[config.mk]
export PLATFORM = sky130hd
export DESIGN_NAME = lock_key_loader
export DESIGN_NICKNAME = d
export VERILOG_FILES = /design/src/rtl/lock_pkg.sv /design/src/rtl/lock_key_shreg.sv /design/src/rtl/lock_key_loader.sv
export SDC_FILE = /design/constraint.sdc
export NUM_CORES = 1
export LEC_CHECK = 0
export BUFFER_PORTS_ARGS = -buffer_cell sky130_fd_sc_hd__buf_2
export CORE_UTILIZATION = 60
export CTS_BUF_LIST = sky130_fd_sc_hd__clkbuf_2 sky130_fd_sc_hd__clkbuf_4 sky130_fd_sc_hd__clkbuf_8
export CTS_CLUSTER_DIAMETER = 120
export CTS_CLUSTER_SIZE = 30
export DETAILED_ROUTE_END_ITERATION = 12
export PLACE_DENSITY = 0.82
export REMOVE_ABC_BUFFERS = 1
export SYNTH_ARGS = -nofsm -noshare
export SYNTH_HDL_FRONTEND = slang
export SYNTH_SLANG_ARGS = --single-unit
export TNS_END_PERCENT = 1
[constraint.sdc]
create_clock -name clk_i -period 5.8 [get_ports clk_i]
set_input_delay 0.29 -clock clk_i [delete_from_list [all_inputs] [get_ports clk_i]]
set_output_delay 0.29 -clock clk_i [all_outputs]
set_load 0.01 [all_outputs]
[src/rtl/lock_pkg.sv]
// lock_pkg
//   Shared types and helpers for the key loader in front of the XOR-locked
//   8x8 multiplier.
//   - lk_state_t : loader FSM state encoding
//   - KEY_BYTES  : number of key bytes for the default 64-bit key
//   - xor_fold8  : folds a 64-bit key into its 8-bit XOR checksum
package lock_pkg;

  typedef enum logic [2:0] {
    LK_IDLE  = 3'd0,
    LK_LOAD  = 3'd1,
    LK_CHECK = 3'd2,
    LK_ARMED = 3'd3,
    LK_ERROR = 3'd4
  } lk_state_t;

  localparam int KEY_W_DEF = 64;
  localparam int KEY_BYTES = KEY_W_DEF / 8;

  function automatic logic [7:0] xor_fold8(input logic [KEY_W_DEF-1:0] key);
    logic [7:0] acc;
    acc = '0;
    for (int i = 0; i < KEY_BYTES; i++) begin
      acc = acc ^ key[8*i +: 8];
    end
    return acc;
  endfunction

endpackage

[src/rtl/lock_key_shreg.sv]
// lock_key_shreg
//   Byte-wide shadow shift register with a running XOR accumulator.
//   Bytes enter at the LSB end so the first byte ends up in the MSB byte.
// Ports:
//   clk_i    : clock
//   rst_i    : asynchronous reset, active-high
//   clear_i  : synchronous clear of shadow and accumulator
//   shift_i  : shift byte_i in and fold it into the accumulator
//   byte_i   : incoming key byte
//   shadow_o : shadow key (never visible downstream until verified)
//   acc_o    : XOR of all bytes shifted in since the last clear
module lock_key_shreg #(
  parameter int KEY_W = 64
) (
  input  logic             clk_i,
  input  logic             rst_i,
  input  logic             clear_i,
  input  logic             shift_i,
  input  logic [7:0]       byte_i,
  output logic [KEY_W-1:0] shadow_o,
  output logic [7:0]       acc_o
);

  always_ff @(posedge clk_i or posedge rst_i) begin
    if (rst_i) begin
      shadow_o <= '0;
      acc_o    <= '0;
    end else if (clear_i) begin
      shadow_o <= '0;
      acc_o    <= '0;
    end else if (shift_i) begin
      shadow_o <= {shadow_o[KEY_W-9:0], byte_i};
      acc_o    <= acc_o ^ byte_i;
    end
  end

endmodule

[src/rtl/lock_key_loader.sv]
// lock_key_loader
//   Receives a key as a byte stream (MSB byte first) followed by an XOR
//   checksum byte, and commits it to key_o only after the checksum matches.
//   key_o stays all-zero whenever no verified key is held.
//
//   state    | meaning
//   ---------+-----------------------------------------------
//   IDLE     | no session, no key
//   LOAD     | accepting key bytes then the checksum byte
//   CHECK    | one cycle: commit key or flag error
//   ARMED    | verified key on key_o, input ignored
//   ERROR    | last session failed, wait for start/clear
//
// Ports:
//   clk_i, rst_i        : clock, async active-high reset
//   start_i, clear_i    : begin new session / wipe key and go idle
//   byte_i, byte_valid_i, byte_ready_o : byte stream handshake
//   key_o, key_valid_o  : committed key and its valid flag
//   busy_o, error_o     : session in progress / last session failed
module lock_key_loader
  import lock_pkg::*;
#(
  parameter int KEY_W   = 64,
  parameter int TIMEOUT = 255
) (
  input  logic             clk_i,
  input  logic             rst_i,
  input  logic             start_i,
  input  logic             clear_i,
  input  logic [7:0]       byte_i,
  input  logic             byte_valid_i,
  output logic             byte_ready_o,
  output logic [KEY_W-1:0] key_o,
  output logic             key_valid_o,
  output logic             busy_o,
  output logic             error_o
);

  localparam int N_BYTES = KEY_W / 8;
  localparam int CW      = $clog2(N_BYTES + 1);
  localparam int TW      = $clog2(TIMEOUT + 1);

  lk_state_t        state;
  logic [CW-1:0]    byte_cnt;
  logic [TW-1:0]    timer;
  logic             chk_ok;
  logic [KEY_W-1:0] shadow;
  logic [7:0]       acc;

  logic accept;
  logic is_cs_byte;
  logic sh_clear;
  logic sh_shift;

  // byte_ready_o is only ever 1 in LOAD; a start/clear in the same cycle
  // drops the byte.
  assign accept     = byte_valid_i && byte_ready_o && !start_i && !clear_i;
  assign is_cs_byte = (byte_cnt == CW'(N_BYTES));
  assign sh_clear   = clear_i || start_i;
  assign sh_shift   = accept && !is_cs_byte;

  lock_key_shreg #(
    .KEY_W(KEY_W)
  ) u_shreg (
    .clk_i   (clk_i),
    .rst_i   (rst_i),
    .clear_i (sh_clear),
    .shift_i (sh_shift),
    .byte_i  (byte_i),
    .shadow_o(shadow),
    .acc_o   (acc)
  );

  always_ff @(posedge clk_i or posedge rst_i) begin
    if (rst_i) begin
      state        <= LK_IDLE;
      byte_cnt     <= '0;
      timer        <= '0;
      chk_ok       <= 1'b0;
      byte_ready_o <= 1'b0;
      key_o        <= '0;
      key_valid_o  <= 1'b0;
      busy_o       <= 1'b0;
      error_o      <= 1'b0;
    end else if (clear_i) begin
      state        <= LK_IDLE;
      byte_cnt     <= '0;
      timer        <= '0;
      chk_ok       <= 1'b0;
      byte_ready_o <= 1'b0;
      key_o        <= '0;
      key_valid_o  <= 1'b0;
      busy_o       <= 1'b0;
      error_o      <= 1'b0;
    end else if (start_i) begin
      state        <= LK_LOAD;
      byte_cnt     <= '0;
      timer        <= '0;
      chk_ok       <= 1'b0;
      byte_ready_o <= 1'b1;
      key_o        <= '0;
      key_valid_o  <= 1'b0;
      busy_o       <= 1'b1;
      error_o      <= 1'b0;
    end else begin
      case (state)
        LK_LOAD: begin
          if (accept) begin
            timer <= '0;
            if (is_cs_byte) begin
              // Accumulator already holds the fold of all key bytes.
              chk_ok       <= (byte_i == acc);
              byte_ready_o <= 1'b0;
              state        <= LK_CHECK;
            end else begin
              byte_cnt <= byte_cnt + 1'b1;
            end
          end else if (timer == TW'(TIMEOUT)) begin
            byte_ready_o <= 1'b0;
            busy_o       <= 1'b0;
            error_o      <= 1'b1;
            state        <= LK_ERROR;
          end else begin
            timer <= timer + 1'b1;
          end
        end
        LK_CHECK: begin
          busy_o <= 1'b0;
          if (chk_ok) begin
            key_o       <= shadow;
            key_valid_o <= 1'b1;
            state       <= LK_ARMED;
          end else begin
            error_o <= 1'b1;
            state   <= LK_ERROR;
          end
        end
        default: ;
      endcase
    end
  end

endmodule

; After elaboration in Yosys (flattened, before gate mapping)
; Cells that the tools add are included.
[word_totals]
memories = 0
word_cells = 101
inputBits = 13
latchBits = 0
mem_bits_rw = 0
reg_bits = 156
mem_bits_ro = 0
[classes]
mux = 50
n_mul = 0
n_eq_ne = 13
div = 0
shift = 0
magnitude_cmp = 0
reduce_logical = 24
addsub = 2
bitwise_logic = 1
[ops]
columns = cell, count
row1 = two-way mux 64 bit, 6
row2 = two-way mux 8 bit, 7
row3 = two-way mux 1 bit, 23
row4 = two-way mux 4 bit, 5
row5 = two-way mux 3 bit, 6
row6 = "!= test 4 bit, second input constant", 4
row7 = AND reduction 3 bit, 5
row8 = nonzero test 3 bit, 5
row9 = "!= test 5 bit, second input constant", 2
row10 = "adder 8 x 1 -> 8 bit, second input constant", 1
row11 = == test 8 bit, 1
row12 = "== test 8 bit, second input constant", 1
row13 = nonzero test 4 bit, 2
row14 = bitwise XOR 8 bit, 1
row15 = case mux 3 bit (2 select lines), 1
row16 = "adder 4 x 1 -> 4 bit, second input constant", 1
row17 = "== test 4 bit, second input constant", 1
row18 = logical AND 1 bit, 4
row19 = "!= test 4 x 3 -> 1 bit, second input constant", 1
row20 = case mux 1 bit (2 select lines), 2
row21 = AND reduction 2 bit, 2
row22 = AND reduction 4 bit, 1
row23 = "== test 3 x 1 -> 1 bit, second input constant", 1
row24 = "== test 3 x 2 -> 1 bit, second input constant", 1
row25 = other kinds (4), 6

; Logic depth before layout (Yosys ltp)
[depth]
word_depth = 7
ltp_mapped = 8

; Hierarchy
; From an unflattened synthesis, not the netlist that was laid out.
[hier_totals]
hier_cells = 652
area_unflattened_um2 = 6805.3
[modules_own_cells]
columns = module, cells_each, instances, area_per_inst_um2
row1 = lock_key_loader, 410, 1, 3741.1
row2 = lock_key_shreg, 242, 1, 3064.2

; Worst setup path before layout
; OpenSTA, ideal clock, no wires.
[synth_timing]
path_kind = register -> register
startpoint = register byte_cnt[0]
endpoint = register state[1]
arrival_ns = 1.585
setup_ns = 0.125
setup_slack_ns = 4.090
stages_incl_launch_ff = 8
cell_sequence = dfrtp_1 > inv_1 > ha_1 > nand3b_1 > clkbuf_1 > o211ai_1 > o21a_1 > a2bb2o_1
[synth_via]
elab_chain_cells = 3
[synth_rtl]
columns = element, line_no
row1 = "start, declared", lock_key_loader.sv:44  ; logic [CW-1:0] byte_cnt;
row2 = "start signal, assigned", lock_key_loader.sv:116  ; byte_cnt <= byte_cnt + 1'b1;
row3 = == test 4 bit, lock_key_loader.sv:58  ; assign is_cs_byte = (byte_cnt == CW'(N_BYTES));
row4 = != test 5 bit (no line), n/a
row5 = AND reduction 3 bit (no line), n/a
row6 = "end signal, assigned", lock_key_loader.sv:76  ; state <= LK_IDLE;
row7 = "end signal, assigned", lock_key_loader.sv:86  ; state <= LK_IDLE;
row8 = "end signal, assigned", lock_key_loader.sv:96  ; state <= LK_LOAD;
row9 = "end, declared", lock_key_loader.sv:43  ; lk_state_t state;
; No other way between the ends.
; A chain may end at the register's enable or synchronous reset.

; Final worst setup path
[layout_timing]
startpoint = register byte_cnt[0]
endpoint = register u_shreg.shadow_o[58]
[layout_via]
elab_chain_cells = 4
[layout_rtl]
columns = element, line_no
row1 = == test 4 bit, lock_key_loader.sv:58
row2 = logical NOT 1 bit, lock_key_loader.sv:60  ; assign sh_shift = accept && !is_cs_byte;
row3 = logical AND 1 bit, lock_key_loader.sv:60
row4 = nonzero test 2 bit (no line), n/a
row5 = "end signal, assigned", lock_key_shreg.sv:32  ; shadow_o <= {shadow_o[KEY_W-9:0], byte_i};
row6 = "end, declared", lock_key_shreg.sv:20  ; output logic [KEY_W-1:0] shadow_o,
; No other way between the ends.

==> flow_metrics.py <==
metrics = {
    "outcome": {
        "status": "complete, no violations",
    },
    "route": {
        "wl_per_cell_um": 14.7,
        "first_pass_iters": 5,
        "viasPerCell": 5.61,
        "drt-initial-drc-count": 383,
        "drc": 0,
        "drt.antenna.violating_nets": 0,
        "wl_um": 13500,
        "vias": 5160,
    },
    "cells_and_area": {
        "seq_area_mm2": 0.00390,
        "nFillCells": 752,
        "antenna_cells": 0,
        "finalInstanceArea_mm2": 0.00748,
        "syn_to_final_growth_pct": 14.7,
        "final_nets": 786,
        "postLayoutCoreUtil_pct": 71.9,
        "drive_gt1_share_pct": 16.2,
        "multi_input_area_mm2": 0.00240,
    },
    "synth": {
        "synth_mux_area_share_pct": 0.153,
        "synth_area_leaders": "dfrtp_1, nand2_1, a21oi_1",
        "yosysSeqAreaShare_pct": 59.8,
        "ys_ff_latch": 156,
        "synthDistinctLibCells": 42,
        "synthMostInstantiatedCell": "nand2_1",
        "syn_inst": 712,
        "yosys.area_share.simple_pct": 19.8,
        "synth_xor_area_share_pct": 2.82,
        "syn_avg_cell_area_um2": 9.17,
        "ys_warn_count": 0,
        "synth_fa_ha_area_share_pct": 0.575,
        "synth_ff_type": "dfrtp_1",
        "netlist_area_mm2": 0.00653,
        "synth_top_area_share_pct": 59.8,
        "async_reset_ff_share_pct": 100,
        "synth_top_area_cell": "dfrtp_1",
        "synth-compound-area-share_pct": 13.3,
        "synth_edf_count": 0,
        "netlist_top_cells_count": "nand2_1, dfrtp_1, a21oi_1, clkbuf_1, nor2_1",
        "synth_top_family_by_area": "simple AND/OR/NAND/NOR gates",
    },
    "die": {
        "die-height_um": 106,
        "fp-row-count": 37,
        "die_area_mm2": 0.0113,
        "ioPinCount": 81,
        "die_x_um": 106,
        "core_region_area_mm2": 0.0104,
        "start_util_pct": 62.7,
    },
    "timing": {
        "slew_headroom_pct": 20.4,
        "fin_setup_tns_ns": 0,
        "fmax_ghz": 0.404,
        "final.min_clock_period_ns": 2.47,
        "rsz0062_at_grt": "false",
        "setup_viol": 0,
        "skew_ns": 0.00872,
        "hold_viol": 0,
        "maxSlewViolCount": 0,
        "holdWs_ns": 0.0817,
        "worst_pin_slew_ns": 1.19,
        "finalCritPeriodShare_pct": 42.7,
    },
    "grt": {
        "antenna_found_initial": 0,
        "grt_max_degree": 124,
        "gr-usage-all-layers_pct": 25.9,
        "grt_pass1_wl_um": 23000,
        "grt_pass1_vias": 5083,
        "overflow": 0,
    },
    "job": {
        "cap_violations": 0,
    },
    "cts": {
        "cts_made_buffers": 17,
        "cts_resized": 0,
        "cts.path.max_buffers": 2,
        "ctsRootBufferMaster": "clkbuf_8",
        "clkLatencyLatePin_ns": 0.44,
        "cts_tree": "yes",
        "cts.clk_slew.worst_paths_ns": 0.08,
        "clkSinkCount": 156,
        "htree_num_levels": 4,
    },
    "worst_hold_path": {
        "hp-class": "in2reg",
    },
    "pwr": {
        "power_leakage_nw": 3.32,
        "power.density_mw_per_mm2": 296,
        "vdd_drop_max_mv": 0.167,
    },
    "placement": {
        "place.port_buffers": 80,
        "dpl_cell_area_mm2": 0.00695,
        "gp_congestion": 0.824,
        "hpwl_um": 8150,
    },
    "setup_path": {
        "crit_arrival_ns": 2.82,
        "criticalPathCategory": "reg2reg",
        "critPathMaxFanout": 39,
        "cp-start-kind": "flip-flop",
        "required_ns": 6.15,
        "critPathCaptureType": "flip-flop",
    },
}
routing by layer:
layer  global-route usage, %  part of all wire (%)
met1                    33.7                    44
met2                    42.0                    50
met3                    5.76                   4.7
met4                    11.2                   1.9
met5                       0                     0
cells by family after synthesis:
group / count (synthesis)
and+or+nand+nor: 315
AOI/OAI and AO/OA: 160
DFF: 156
buffers and inverters: 56
xor gates and xnor gates: 21
adders and majority gates: 3
muxes: 1
power breakdown:
| part | internal [W] | total, W | leakage (nW) | switching (W) |
|---|---|---|---|---|
| clock | 0.000626 | 0.00103 | 0.253 | 0.000406 |
| sequential | 0.00109 | 0.00110 | 2.17 | 0.00000524 |
| combinational | 0.0000170 | 0.0000893 | 0.893 | 0.0000723 |
repair_timing:
action	4_1_cts	5_1_grt
setup endpoints to repair	0	0
hold buffers	1	0
setup buffers	0	0
hold endpoints to repair	63	0
metrics by stage:
step                std cells  power (W)  setup slack (ns)
floorplan                 664    0.00118              1.30
global route              919    0.00229              3.12
CTS                       919    0.00223              3.37
detailed placement        886    0.00121              3.41
finish                    919    0.00222              3.33
global placement          886    0.00120              3.52
state kept, by name (all words and copies together), names as in the netlist:
signal            cells
byte_ready_o          1
busy_o                1
u_shreg.acc_o         8
u_shreg.shadow_o     64
state                 3
byte_cnt              4
chk_ok                1
error_o               1
timer                 8
key_valid_o           1
key_o                64
area by class of cell:
cell class                      count  share of cell area (%)
Inverter                            8                   0.468
Tap cell                          136                    2.27
Clock inverter                     13                    3.48
Timing Repair Buffer               87                    6.08
Clock buffer                       19                    3.49
Sequential cell                   156                    52.2
Multi-Input combinational cell    500                    32.0
worst paths after layout:
kind                                    startpoint                               end  slack [ns]  cells past startpoint
setup / recovery           byte_cnt[0]$_DFFE_PP0P_  u_shreg.shadow_o[58]$_DFFE_PP0P_        3.33                      7
hold / removal                             clear_i                busy_o$_DFFE_PP0P_        0.08                      2
setup reg to reg           byte_cnt[0]$_DFFE_PP0P_  u_shreg.shadow_o[58]$_DFFE_PP0P_        3.33                      7
hold reg to reg            key_valid_o$_DFFE_PP0P_           key_valid_o$_DFFE_PP0P_        0.49                      2
max in group asynchronous                    rst_i              key_o[0]$_DFFE_PP0P_        3.80                      4
min in group asynchronous                    rst_i             key_o[40]$_DFFE_PP0P_        0.47                      3
worst max-delay path, stage by stage (launching register included):
cell and delay (ns):
dfrtp_1 0.40, inv_1 0.10, ha_1 0.15, nand3b_1 0.36
nand2_2 0.59, buf_4 0.47, nand2_1 0.11, a21oi_1 0.18
layout by cell type (no fill, tap or decap), types with 7 or more instances in the layout:
cell,n
nand3_1,12
bufinv_16,7
nor2_1,20
nand2_1,254
a21oi_1,135
xor2_1,17
o21ai_0,7
inv_1,7
dfrtp_1,156
clkbuf_8,19
buf_2,80
Note: power is estimated with default switching activity, not from simulation.
